$ cat config.mk
export PLATFORM = sky130hd
export DESIGN_NAME = slice_alu_sequencer
export DESIGN_NICKNAME = d
export VERILOG_FILES = /design/src/rtl/slice_alu_pkg.sv /design/src/rtl/slice_step_counter.sv /design/src/rtl/slice_alu_sequencer.sv
export SDC_FILE = /design/constraint.sdc
export NUM_CORES = 1
export LEC_CHECK = 0
export BUFFER_PORTS_ARGS = -buffer_cell sky130_fd_sc_hd__buf_2
export CAP_MARGIN = 20
export CORE_MARGIN = 8
export CORE_UTILIZATION = 30
export DETAILED_ROUTE_END_ITERATION = 12
export GPL_TIMING_DRIVEN = 0
export PLACE_DENSITY_LB_ADDON = 0.05
export SYNTH_ARGS = -nofsm -noshare
export SYNTH_HDL_FRONTEND = slang
export SYNTH_SLANG_ARGS = --single-unit
$ cat constraint.sdc
create_clock -name clk -period 1.9 [get_ports clk]
set_input_delay 0.095 -clock clk [delete_from_list [all_inputs] [get_ports clk]]
set_output_delay 0.095 -clock clk [all_outputs]
set_load 0.05 [all_outputs]
$ cat src/rtl/slice_alu_pkg.sv
// Shared definitions for the bit-sliced ALU sequencer: opcodes, compare codes,
// sequencer FSM states and the per-operation iteration-count function.
package slice_alu_pkg;

    // Opcodes driven to the slices and the interconnect
    localparam logic [2:0] OP_ADD = 3'b000;
    localparam logic [2:0] OP_SHR = 3'b001;
    localparam logic [2:0] OP_POP = 3'b010;
    localparam logic [2:0] OP_CMP = 3'b011;

    // Compare codes returned by the interconnect
    localparam logic [1:0] CMP_EQ = 2'b00;
    localparam logic [1:0] CMP_LT = 2'b01;
    localparam logic [1:0] CMP_GT = 2'b10;
    localparam logic [1:0] CMP_UN = 2'b11;

    // Sequencer FSM states
    typedef enum logic [2:0] {
        ST_IDLE    = 3'd0,
        ST_LOAD    = 3'd1,
        ST_STEP    = 3'd2,
        ST_CAPTURE = 3'd3,
        ST_DONE    = 3'd4
    } seq_state_e;

    // True for the four opcodes the slice array understands
    function automatic logic is_legal_op(input logic [2:0] op);
        logic legal;
        case (op)
            OP_ADD, OP_SHR, OP_POP, OP_CMP: legal = 1'b1;
            default:                        legal = 1'b0;
        endcase
        return legal;
    endfunction

    // Number of iteration steps the slices need for one operation:
    // carry ripples once per slice for ADD, SHR moves one bit per step
    // (never more than the datapath width), POPCOUNT accumulates every bit,
    // CMP needs a single settle step, illegal opcodes issue no steps.
    function automatic int unsigned step_count(input logic [2:0]  op,
                                               input int unsigned shamt,
                                               input int unsigned n_a,
                                               input int unsigned s);
        int unsigned w;
        int unsigned k;
        w = n_a * s;
        case (op)
            OP_ADD:  k = n_a;
            OP_SHR:  k = (shamt > w) ? w : shamt;
            OP_POP:  k = w;
            OP_CMP:  k = 32'd1;
            default: k = 32'd0;
        endcase
        return k;
    endfunction

endpackage

$ cat src/rtl/slice_step_counter.sv
// Loadable down-counter that tracks the remaining iteration steps of the
// current operation. Decrementing saturates at zero so a stray dec can
// never wrap the counter around.
module slice_step_counter #(
    parameter int CW = 4
) (
    input  logic          clk,
    input  logic          rst,
    input  logic          load_i,
    input  logic [CW-1:0] load_val_i,
    input  logic          dec_i,
    output logic          is_one_o,
    output logic          is_zero_o
);

    localparam logic [CW-1:0] CNT_ZERO = {CW{1'b0}};
    localparam logic [CW-1:0] CNT_ONE  = {{(CW-1){1'b0}}, 1'b1};

    logic [CW-1:0] cnt_q;
    logic [CW-1:0] cnt_d;

    // Next count: load wins over decrement, decrement stops at zero
    always_comb begin
        cnt_d = cnt_q;
        if (load_i) begin
            cnt_d = load_val_i;
        end else if (dec_i && (cnt_q != CNT_ZERO)) begin
            cnt_d = cnt_q - CNT_ONE;
        end else begin
            cnt_d = cnt_q;
        end
    end

    // Count register
    always_ff @(posedge clk or posedge rst) begin
        if (rst) begin
            cnt_q <= CNT_ZERO;
        end else begin
            cnt_q <= cnt_d;
        end
    end

    assign is_one_o  = (cnt_q == CNT_ONE);
    assign is_zero_o = (cnt_q == CNT_ZERO);

endmodule

$ cat src/rtl/slice_alu_sequencer.sv
// Multi-cycle controller for the bit-sliced ALU array. Accepts one request,
// loads the operands into the slices, issues the operation's iteration steps,
// captures the interconnect's final result and hands it back over a
// valid/ready response channel. Every output is a flop.
module slice_alu_sequencer
    import slice_alu_pkg::*;
#(
    parameter int S   = 4,
    parameter int N_A = 2
) (
    input  logic                            clk,
    input  logic                            rst,
    input  logic                            req_valid,
    output logic                            req_ready,
    input  logic [2:0]                      req_op,
    input  logic [N_A*S-1:0]                req_a,
    input  logic [N_A*S-1:0]                req_b,
    input  logic [$clog2(N_A*S+1)-1:0]      req_shamt,
    output logic [2:0]                      dp_op,
    output logic [N_A*S-1:0]                dp_a,
    output logic [N_A*S-1:0]                dp_b,
    output logic                            dp_load,
    output logic                            dp_step,
    input  logic [N_A*S-1:0]                dp_result,
    input  logic [1:0]                      dp_cmp,
    output logic                            rsp_valid,
    input  logic                            rsp_ready,
    output logic [N_A*S-1:0]                rsp_result,
    output logic [1:0]                      rsp_cmp,
    output logic                            rsp_err,
    input  logic                            abort,
    output logic                            busy
);

    localparam int W  = N_A * S;
    localparam int CW = $clog2(N_A * S + 1);

    seq_state_e     state_q;
    seq_state_e     state_d;

    logic           accept_s;
    logic [CW-1:0]  k_s;
    logic           cnt_is_one_s;
    logic           cnt_is_zero_s;
    logic           cnt_load_s;
    logic           cnt_dec_s;

    logic [2:0]     dp_op_q;
    logic [W-1:0]   dp_a_q;
    logic [W-1:0]   dp_b_q;
    logic [CW-1:0]  k_q;
    logic           illegal_q;

    logic           dp_load_q;
    logic           dp_step_q;
    logic           req_ready_q;
    logic           busy_q;
    logic           rsp_valid_q;

    logic [W-1:0]   rsp_result_q;
    logic [1:0]     rsp_cmp_q;
    logic           rsp_err_q;

    // Request acceptance and the step count of the incoming operation
    always_comb begin
        accept_s = (state_q == ST_IDLE) && req_valid;
        k_s      = CW'(step_count(req_op, 32'(req_shamt), N_A, S));
    end

    // Next-state logic; abort flushes every state except IDLE
    always_comb begin
        state_d = state_q;
        case (state_q)
            ST_IDLE: begin
                if (accept_s) begin
                    state_d = ST_LOAD;
                end else begin
                    state_d = ST_IDLE;
                end
            end
            ST_LOAD: begin
                if (abort) begin
                    state_d = ST_IDLE;
                end else if (k_q == {CW{1'b0}}) begin
                    state_d = ST_CAPTURE;
                end else begin
                    state_d = ST_STEP;
                end
            end
            ST_STEP: begin
                // is_zero only guards against a corrupted count
                if (abort) begin
                    state_d = ST_IDLE;
                end else if (cnt_is_one_s || cnt_is_zero_s) begin
                    state_d = ST_CAPTURE;
                end else begin
                    state_d = ST_STEP;
                end
            end
            ST_CAPTURE: begin
                if (abort) begin
                    state_d = ST_IDLE;
                end else begin
                    state_d = ST_DONE;
                end
            end
            ST_DONE: begin
                // A handshake coinciding with abort still counts as delivered
                if (abort || rsp_ready) begin
                    state_d = ST_IDLE;
                end else begin
                    state_d = ST_DONE;
                end
            end
            default: begin
                state_d = ST_IDLE;
            end
        endcase
    end

    // FSM state register
    always_ff @(posedge clk or posedge rst) begin
        if (rst) begin
            state_q <= ST_IDLE;
        end else begin
            state_q <= state_d;
        end
    end

    // Control outputs registered from the next state so they line up with it
    always_ff @(posedge clk or posedge rst) begin
        if (rst) begin
            dp_load_q   <= 1'b0;
            dp_step_q   <= 1'b0;
            req_ready_q <= 1'b1;
            busy_q      <= 1'b0;
            rsp_valid_q <= 1'b0;
        end else begin
            dp_load_q   <= (state_d == ST_LOAD);
            dp_step_q   <= (state_d == ST_STEP);
            req_ready_q <= (state_d == ST_IDLE);
            busy_q      <= (state_d != ST_IDLE);
            rsp_valid_q <= (state_d == ST_DONE);
        end
    end

    // Operand/opcode latch: updated only on accept, held otherwise
    always_ff @(posedge clk or posedge rst) begin
        if (rst) begin
            dp_op_q   <= OP_ADD;
            dp_a_q    <= {W{1'b0}};
            dp_b_q    <= {W{1'b0}};
            k_q       <= {CW{1'b0}};
            illegal_q <= 1'b0;
        end else if (accept_s) begin
            dp_op_q   <= req_op;
            dp_a_q    <= req_a;
            dp_b_q    <= req_b;
            k_q       <= k_s;
            illegal_q <= ~is_legal_op(req_op);
        end else begin
            dp_op_q   <= dp_op_q;
            dp_a_q    <= dp_a_q;
            dp_b_q    <= dp_b_q;
            k_q       <= k_q;
            illegal_q <= illegal_q;
        end
    end

    // Response capture; illegal opcodes return a zeroed result with err set
    always_ff @(posedge clk or posedge rst) begin
        if (rst) begin
            rsp_result_q <= {W{1'b0}};
            rsp_cmp_q    <= CMP_EQ;
            rsp_err_q    <= 1'b0;
        end else if ((state_q == ST_CAPTURE) && !abort) begin
            if (illegal_q) begin
                rsp_result_q <= {W{1'b0}};
                rsp_cmp_q    <= CMP_EQ;
                rsp_err_q    <= 1'b1;
            end else begin
                rsp_result_q <= dp_result;
                rsp_cmp_q    <= dp_cmp;
                rsp_err_q    <= 1'b0;
            end
        end else if ((state_q == ST_DONE) && (rsp_ready || abort)) begin
            rsp_result_q <= rsp_result_q;
            rsp_cmp_q    <= rsp_cmp_q;
            rsp_err_q    <= 1'b0;
        end else begin
            rsp_result_q <= rsp_result_q;
            rsp_cmp_q    <= rsp_cmp_q;
            rsp_err_q    <= rsp_err_q;
        end
    end

    // Step counter: loaded with k in LOAD, counts down once per step
    always_comb begin
        cnt_load_s = (state_q == ST_LOAD);
        cnt_dec_s  = (state_q == ST_STEP) && !abort;
    end

    slice_step_counter #(
        .CW (CW)
    ) u_step_counter (
        .clk        (clk),
        .rst        (rst),
        .load_i     (cnt_load_s),
        .load_val_i (k_q),
        .dec_i      (cnt_dec_s),
        .is_one_o   (cnt_is_one_s),
        .is_zero_o  (cnt_is_zero_s)
    );

    assign req_ready  = req_ready_q;
    assign busy       = busy_q;
    assign dp_op      = dp_op_q;
    assign dp_a       = dp_a_q;
    assign dp_b       = dp_b_q;
    assign dp_load    = dp_load_q;
    assign dp_step    = dp_step_q;
    assign rsp_valid  = rsp_valid_q;
    assign rsp_result = rsp_result_q;
    assign rsp_cmp    = rsp_cmp_q;
    assign rsp_err    = rsp_err_q;

endmodule

==> results.py <==
metrics = {
    "setup_path": {
        "crit_required_ns": 2.10,
        "path_class": "register to register",
        "rrSetupSlack_ns": 0.13,
        "worst-r2r-cell-count": 5,
        "critPathMaxStageDelay_ns": 0.49,
        "start_kind": "register",
        "critPathSlowestCell": "or3b_2",
        "crit_fanout": 5,
        "cp_cell_sequence": "inv_1, ha_1, or3b_2, and2_1, a221oi_1",
        "cp-end-kind": "register",
        "worstPathArrival_ns": 1.97,
    },
    "grt": {
        "grt_pass1_wl_um": 9180,
        "antenna_found_initial": 0,
        "grt_pass1_vias": 1918,
        "grt_usage": 0.113,
        "grt_max_degree": 25,
        "grt_overflow_total": 0,
    },
    "finish": {
        "n_fill_cell": 684,
        "regArea_um2": 1180,
        "drive_above_1_share": 0.309,
        "finalNetCount": 356,
        "layout_common_cells": "buf_2, nand2_1, dfrtp_1",
        "n_antenna_cell": 0,
        "final_area_um2": 2850,
        "fin_cells": 397,
        "multi_input_area_um2": 810,
        "layout_commonest_cell": "buf_2",
        "syn_to_final_growth_pct": 36.9,
    },
    "sta": {
        "fmax_ghz": 0.565,
        "finalSetupTns_ns": 0,
        "fin_worst_skew_ns": 0.00534,
        "hold_viol": 0,
        "maxSlewHeadroom": 0.635,
        "rsz0062_at_grt": "no",
        "worstMarginPinSlew_ns": 0.540,
        "setup_viol": 0,
        "fin_crit_sh": 0.932,
        "drv_slew": 0,
        "fin_ws_ns": 0.129,
        "min_period_ns": 1.77,
    },
    "clock_tree": {
        "htree_levels": 2,
        "clkTransAtPathRegs_ns": 0.09,
        "cts_buffer_depth": 2,
        "cts_tree": "built",
        "cts_buffers": 5,
        "cts_sinks": 47,
        "clk_latency_ns": 0.29,
        "cts_root_buf": "clkbuf_8",
    },
    "placement": {
        "pre_cts_slack_ns": 0.0979,
        "dpl_cell_area_um2": 2560,
        "hpwl_um": 3910,
        "numPortBuffers": 71,
        "dp_cells": 370,
        "gp_congestion": 0.731,
    },
    "yosys": {
        "ys_ff_latch": 47,
        "syn_area_um2": 2080,
        "postSynthCellCount": 218,
        "yosysUniqueCellTypes": 43,
        "syn_area_per_cell_um2": 9.54,
        "synth_nets": 258,
        "ys_seq_area_frac": 0.566,
        "yosys_warnings": 0,
    },
    "pwr": {
        "intPower_mw": 2.49,
        "cellLeakagePower_nw": 1.48,
        "p_per_area_nw_per_um2": 1760,
        "pwr-share-comb": 0.537,
        "p_sw_mw": 2.52,
        "seqPwrFrac": 0.335,
        "ir_worst_vdd_mv": 0.785,
        "swShare": 0.503,
        "total_power_mw": 5.01,
        "power_frac_clock": 0.128,
    },
    "floorplanning": {
        "die_x_um": 99.3,
        "std_cell_rows": 30,
        "dieArea_um2": 9860,
        "ios": 73,
        "fp.coreArea_um2": 6760,
        "dieHeight_um": 99.3,
        "start_util": 0.308,
    },
    "routing": {
        "post-route-drc-count": 0,
        "via_per_inst": 4.54,
        "vias": 1801,
        "detail_route.iter0.violations": 65,
        "dr.pass1.iters": 4,
        "ant_nets": 0,
        "wl_um": 5460,
        "wl_per_cell_um": 13.7,
    },
    "worst_hold_path": {
        "hold_class": "primary input to register",
        "holdPathStages": 2,
    },
    "run_status": {
        "outcome": "completed",
    },
    "flow_run": {
        "maxCapViolCount": 0,
    },
}
## path summary, 6_finish.rpt
path                                          from                       to
min reg2reg                                dp_a[4]                  dp_a[4]
max reg2reg                u_step_counter.cnt_q[0]  u_step_counter.cnt_q[1]
min                                      req_op[2]                   k_q[3]
max                        u_step_counter.cnt_q[0]  u_step_counter.cnt_q[1]
min in group asynchronous                      rst                  dp_a[7]
max in group asynchronous                      rst                req_ready
## cells by family (layout without fill, tap and decap cells)
logic type,after synthesis,count (layout),share of synthesized area
and+or+nand+nor,115,115,0.268
DFF,47,47,0.566
AOI/OAI and AO/OA,33,33,0.100
buffers and inverters,19,118,0.0451
adders and majority gates,2,2,0.0120
xor gates and xnor gates,1,1,0.00421
muxes,1,1,0.00481
## final cells by class
| cell class | count | area share |
|---|---|---|
| Sequential cell | 47 | 0.413 |
| Tap cell | 80 | 0.0351 |
| Timing Repair Buffer | 92 | 0.200 |
| Clock inverter | 1 | 0.00308 |
| Inverter | 7 | 0.0105 |
| Buffer | 11 | 0.0228 |
| Multi-Input combinational cell | 152 | 0.284 |
| Clock buffer | 7 | 0.0303 |
## per-stage QoR
stage,hold slack (ns),util
6_report,0.0359,0.421
4_1_cts,0.0183,0.419
5_1_grt,0.0280,0.421
3_3_place_gp,0.284,0.375
2_1_floorplan,0.191,-
3_5_place_dp,0.176,0.378
## flip-flops by register name, summed over array words and instances, names as in the netlist, 2 cells and up
register,count
dp_a,8
dp_b,8
rsp_result,8
k_q,4
u_step_counter.cnt_q,4
dp_op,3
state_q,3
rsp_cmp,2
## power by group through the flow
stage / combinational (mW) / sequential [mW] / clock [mW]
after floorplan: 0.918 / 2.79 / 0
after global placement: 2.67 / 1.70 / 0
after detailed placement: 2.68 / 1.70 / 0
after CTS: 2.71 / 1.69 / 0.670
after global routing: 2.94 / 1.74 / 0.703
final: 2.69 / 1.68 / 0.640
## metal layers
metal | GRT usage | routed length [µm] | share of wire | up-vias
met2 | 0.180 | 2470 | 0.45 | 42
met3 | 0.0447 | 390 | 0.071 | 2
met5 | 0 | 0 | 0 | -
met4 | 0.0244 | 18 | 0.0033 | 0
met1 | 0.141 | 2580 | 0.47 | 838
li1 | - | - | - | 919
## what timing repair did
item                                   CTS  global route
setup endpoints to repair                0            10
endpoints found under the hold margin   41             0
resized for setup                        0             3
setup buffers                            0             2
hold buffers                            18             0
## critical path, delay by kind of cell, from the launching register on
family / cells / cell delay (ns)
buf+inv: 1 / 0.09
simple gates: 2 / 0.67
compound gates: 1 / 0.27
fa+ha+maj: 1 / 0.23
flops: 1 / 0.42
## synth_stat cells, drive strengths merged
master   count  share of area
clkinv       1         0.0018
nor3         4         0.0096
o21bai       1         0.0036
and2         1         0.0030
dfrtp       46           0.55
or3          1         0.0030
nor4b        1         0.0042
nand3        1         0.0024
o211ai       1         0.0036
o41ai        4          0.020
xnor2        1         0.0042
ha           2          0.012
or3b         3          0.013
and3b        1         0.0042
nand2b      11          0.033
nand4b       1         0.0042
buf          6          0.022
mux2i        1         0.0048
nand2       73           0.13
nor2         7          0.013
a221oi       1         0.0042
o31ai        1         0.0036
o21ai       12          0.029
o22a         1         0.0042
or2          1         0.0030
inv          6          0.011
nor3b        2         0.0072
or4b         4          0.021
and3         1         0.0030
a21oi        9          0.022
o22ai        1         0.0030
a21boi       1         0.0036
dfstp        1          0.013
or4          1         0.0036
nand3b       1         0.0036
nand4bb      1         0.0054
a211oi       1         0.0036
clkbuf       6          0.011
Power figures use the tool's default switching activity.
